===== config.mk =====
export PLATFORM = sky130hd
export DESIGN_NAME = imm_extend_pipe
export DESIGN_NICKNAME = d
export VERILOG_FILES = /design/src/rtl/imm_extend_pipe.sv
export SDC_FILE = /design/constraint.sdc
export NUM_CORES = 1
export LEC_CHECK = 0
export BUFFER_PORTS_ARGS = -buffer_cell sky130_fd_sc_hd__clkbuf_2
export CAP_MARGIN = 25
export CORE_MARGIN = 1.5
export CORE_UTILIZATION = 45
export DETAILED_ROUTE_END_ITERATION = 10
export SETUP_SLACK_MARGIN = 0.15
export SYNTH_ARGS = -nofsm -noshare
export SYNTH_HDL_FRONTEND = slang
export SYNTH_SLANG_ARGS = --single-unit

===== constraint.sdc =====
create_clock -name clk -period 4.7 [get_ports clk]
set_input_delay 0.235 -clock clk [delete_from_list [all_inputs] [get_ports clk]]
set_output_delay 0.235 -clock clk [all_outputs]
set_load 0.01 [all_outputs]

===== src/rtl/imm_extend_pipe.sv =====
// Purpose : MIPS immediate extension (sign / zero / upper / branch) into a 2-entry elastic buffer.
// Latency : 1 cycle from accept to out_imm when the buffer is empty; 1 transfer/cycle sustained.
// Backpr. : absorbs 2 results with out_ready low; in_ready comes from registered count only.
// Option  : `define IMM_EXT_BRANCH_EN makes mode 11 sign-extend then shift left 2; otherwise mode 11 == mode 00.
module imm_extend_pipe #(
    parameter int IN_W  = 16,
    parameter int OUT_W = 32
) (
    input  logic             clk,
    input  logic             rst,
    input  logic             in_valid,
    output logic             in_ready,
    input  logic [IN_W-1:0]  in_imm,
    input  logic [1:0]       in_mode,
    output logic             out_valid,
    input  logic             out_ready,
    output logic [OUT_W-1:0] out_imm
);

    localparam int S = OUT_W - IN_W;

    logic [OUT_W-1:0] w_sext;
    logic [OUT_W-1:0] w_zext;
    logic [OUT_W-1:0] w_upper;
    logic [OUT_W-1:0] w_ext;
`ifdef IMM_EXT_BRANCH_EN
    logic [OUT_W-1:0] w_branch;
`endif

    // Buffer state: two entries, 1-bit pointers, occupancy 0..2.
    logic [1:0][OUT_W-1:0] r_mem;
    logic                  r_head;
    logic                  r_tail;
    logic [1:0]            r_count;
    logic [OUT_W-1:0]      r_out_imm;

    logic                  w_push;
    logic                  w_pop;
    logic [1:0][OUT_W-1:0] w_mem_nxt;
    logic                  w_head_nxt;
    logic                  w_tail_nxt;
    logic [1:0]            w_count_nxt;

    assign w_sext  = {{S{in_imm[IN_W-1]}}, in_imm};
    assign w_zext  = {{S{1'b0}}, in_imm};
    assign w_upper = {in_imm, {S{1'b0}}};
`ifdef IMM_EXT_BRANCH_EN
    // The two bits shifted out of the top are dropped.
    assign w_branch = {w_sext[OUT_W-3:0], 2'b00};
`endif

    // Select the extended operand from the mode code.
    always_comb begin
        w_ext = w_sext;
        case (in_mode)
            2'b00:   w_ext = w_sext;
            2'b01:   w_ext = w_zext;
            2'b10:   w_ext = w_upper;
`ifdef IMM_EXT_BRANCH_EN
            2'b11:   w_ext = w_branch;
`else
            2'b11:   w_ext = w_sext;
`endif
            default: w_ext = w_sext;
        endcase
    end

    // in_ready depends only on the registered count and reset, never on out_ready.
    assign in_ready  = (r_count != 2'd2) && !rst;
    assign out_valid = (r_count != 2'd0);
    assign out_imm   = r_out_imm;

    assign w_push = in_valid && in_ready;
    assign w_pop  = out_valid && out_ready;

    // Next buffer state: write at tail on push, advance head on pop.
    always_comb begin
        w_mem_nxt   = r_mem;
        w_head_nxt  = r_head;
        w_tail_nxt  = r_tail;
        w_count_nxt = r_count;
        if (w_push) begin
            w_mem_nxt[r_tail] = w_ext;
            w_tail_nxt        = ~r_tail;
        end
        if (w_pop) begin
            w_head_nxt = ~r_head;
        end
        if (w_push && !w_pop) begin
            w_count_nxt = r_count + 2'd1;
        end else if (w_pop && !w_push) begin
            w_count_nxt = r_count - 2'd1;
        end
    end

    // Registered state; out_imm tracks the next head entry and holds when the buffer drains.
    always_ff @(posedge clk or posedge rst) begin
        if (rst) begin
            r_mem     <= '0;
            r_head    <= 1'b0;
            r_tail    <= 1'b0;
            r_count   <= 2'd0;
            r_out_imm <= '0;
        end else begin
            r_mem   <= w_mem_nxt;
            r_head  <= w_head_nxt;
            r_tail  <= w_tail_nxt;
            r_count <= w_count_nxt;
            if (w_count_nxt != 2'd0) begin
                r_out_imm <= w_mem_nxt[w_head_nxt];
            end
        end
    end

endmodule


==> results by group <==
Setup path
  • CP Class: flip-flop to flip-flop
  • R2R Setup Slk: 1780 ps
  • CP cell instances: inv_1, ha_1, nand4bb_2, buf_4, nand2_1, o21ai_0, mux2_1, mux2_2
  • WP data arrival: 3170 ps
  • Crit. End Element: flip-flop
  • Reg2Reg Depth: 8
  • Setup crit start kind: flip-flop
  • Slowest cell on crit path: nand4bb_2
  • Largest stage delay on the critical path: 770 ps
  • Crit path max fanout: 34
  • Critical Path RT: 4950 ps

Placement
  • Port-buffer cells: 55
  • DP Worst Slack: 1790 ps
  • DP Wirelength: 5.94 mm
  • Placed Instance Area: just under 5000 um^2
  • GP Congestion: roughly 0.79

Flow run
  • Total of max-cap violations: 0

Detailed routing
  • Wirelength, routed: 9.23 mm
  • DRC: 0
  • WL/cell: between 15 and 20 um
  • First-pass iteration count of the detailed router: 4
  • Total number of vias: 3,014
  • Initial detailed-routing violation count: 93
  • Vias per cell: about 5.2
  • Routed Antenna Nets: 0

STA
  • Clock Skews: 17.1 ps
  • Pins Over Slew Limit: 0
  • Worst-Margin Slew: 1020 ps
  • Post-route clock period utilization: 62.2%
  • Slew margin rel.: a little under a third
  • Worst setup margin: between 1500 and 2000 ps
  • Hold Vio Cnt, Final: 0
  • Final min period: 2920 ps
  • Setup TNS Final: 0 ps
  • Count of final setup violators: 0
  • Achievable frequency: 0.342 GHz
  • RSZ-0062 raised after global routing: no

Yosys
  • Register area share after synthesis: 55.3%
  • #FFs+latches synth: 100
  • Cell area after synthesis: approximately 4500 um^2
  • Syn_nets: 432
  • Netlist cell types: 28
  • Cell count after synthesis: 406
  • Warnings from Yosys: 0
  • Avg Cell Area, Syn: 11.1 um^2

Power
  • Peak VDD IR: 0.000381 V
  • Switching power total: 1160 uW
  • Int Pwr: between 2000 and 2500 uW
  • Comb pwr share: 41.3%
  • Power share of the clock group: 18.4%
  • Net Sw Frac: 34.7%
  • Leakage: 0.00259 uW
  • Power Dens Cells: 661 nW/um^2
  • Pwr Total: 3360 uW
  • Seq pwr share: 40.2%

Die
  • Core ar.: 9770 um^2
  • Full die area: 10,700 um^2
  • Ports: 56
  • Standard-cell rows: 36
  • Die Span X: 103 um
  • DIE HEIGHT: around 100 um
  • Initial core utilization: 46.3%

Finish
  • Nets: 470
  • Layout area overhead: 12.2%
  • Final core utilization: between 50% and 60%
  • FILL cells: around 890
  • Share of layout cells above drive strength 1: 25.6%
  • Multi-input logic area: 1790 um^2
  • Antenna diodes: 0
  • Post-route cell area: just over 5000 um^2
  • Sequential cell area: roughly 2500 um^2

GRT
  • Initial antenna violation count: 0
  • Largest net degree at the start of global routing: 66
  • First-pass GRT wire length: around 15 mm
  • Gr ovfl total: 0
  • All-layer global routing usage: 18.7%
  • Number of global-route vias before repair: between 3,000 and 4,000

CTS
  • CTS Buf Count: 9
  • Clk Latency, worst-skew pair: 370 ps
  • CTS tree: built
  • Longest Clk Path Bufs: 2
  • Sinks on Clock Net: 100
  • Post_cts resized: 0
  • Post CTS Setup Buffer Count: 0
  • Reg clk slew, reported paths: roughly 110 ps
  • H-tree levels: 3
  • CTS Hold Bufs: 0
  • Root Driver: clkbuf_8

Run status
  • Status: finished clean

Min path
  • Worst hold path type: input port to async pin
[per-stage QoR]
step	hold WS (ps)	std cells
floorplan	423	406
global placement	445	566
detailed placement	459	566
CTS	93.1	582
global route	157	582
finish	68.7	582
[critical path, delay by kind of cell, from the launching register on]
family          cells  cell delay [ps]
simple gates        2              880
buf+inv             2              590
mux                 2              580
flops               1              400
fa+ha+maj           1              250
compound gates      1              100
[sequential cells by signal, summed over array words and instances (netlist names)]
| signal | flops |
|---|---|
| r_mem | 64 |
| r_tail | 1 |
| r_head | 1 |
| r_count | 2 |
| out_imm | 32 |
[cells in the final DEF (no fill, tap or decap)]
cell / count
o21ai_1: 16
xnor2_1: 1
clkbuf_2: 55
nor2b_1: 1
nand2_2: 1
inv_6: 3
mux2_1: 1
mux2_2: 33
mux2i_1: 31
o21ai_0: 34
nand2b_1: 1
o21ai_2: 2
clkbuf_1: 1
nor3b_1: 1
a211oi_1: 30
inv_4: 1
o211ai_1: 2
or3b_1: 1
or4b_4: 1
nand2_1: 53
clkinv_4: 1
a22o_2: 1
ha_1: 4
bufinv_16: 2
nor2_1: 5
nand4bb_2: 1
a21o_1: 30
dfrtp_1: 100
xnor2_2: 1
buf_4: 4
inv_1: 22
clkbuf_8: 9
[Yosys cell counts]
master	n	area (um^2)
nand2_2	1	6.26
buf_4	1	7.51
nand2b_1	1	6.26
o21ai_1	16	80.1
mux2_1	1	11.3
a22o_1	1	8.76
or4b_4	1	13.8
nand2_1	53	199
buf_2	8	40.0
inv_1	23	86.3
o21ai_2	2	17.5
nor2_1	5	18.8
dfrtp_1	100	2500
clkbuf_2	1	5.00
nor2b_1	1	6.26
a211oi_1	30	225
or3b_1	1	8.76
buf_6	3	33.8
a21o_1	30	225
clkbuf_1	19	71.3
nor3b_1	1	7.51
mux2i_1	31	310
o211ai_1	2	15.0
nand4bb_1	1	11.3
ha_1	4	50.1
mux2_2	33	372
xnor2_1	2	17.5
o21ai_0	34	170
[worst paths after layout]
check | from | end
max in group asynchronous | rst | out_imm[26]
max | r_count[0] | out_imm[31]
min reg2reg | r_mem[31] | r_mem[31]
max reg2reg | r_count[0] | out_imm[31]
min | rst | r_count[1]
min in group clk | in_imm[8] | r_mem[8]
[cell type report]
class / count / share of cell area (%)
clock inverter: 6 / 1.87
sequential: 100 / 49.3
inverter: 23 / 1.75
timing repair buffer: 59 / 6.01
tap: 133 / 3.28
multi-input combinational: 251 / 35.3
clock buffer: 10 / 2.51
[power groups by stage]
stage | combinational, uW | sequential, uW | clock [uW]
global route | 1540 | 1390 | 663
global placement | 1380 | 1360 | 0
detailed placement | 1410 | 1370 | 0
floorplan | 1050 | 1390 | 0
CTS | 1420 | 1360 | 628
finish | 1390 | 1350 | 619
[layer usage]
metal / vias up / GRT usage (%) / routed length [um]
li1: 1484 / - / -
met1: 1473 / 25.8 / 4380
met2: 49 / 30.3 / 4380
met3: 8 / 3.36 / 377
met4: 0 / 5.93 / 93
met5: - / 0 / 0
[cells by family (layout without fill, tap and decap cells)]
logic type,Yosys count,in the layout,synth area share [%]
and+or+nand+nor,65,65,6.14
DFF,100,100,55.3
muxes,65,65,15.3
xor gates and xnor gates,2,2,0.387
AOI/OAI and AO/OA,115,115,16.4
adders and majority gates,4,4,1.11
buffers and inverters,55,98,5.39
Power figures use the tool's default switching activity.
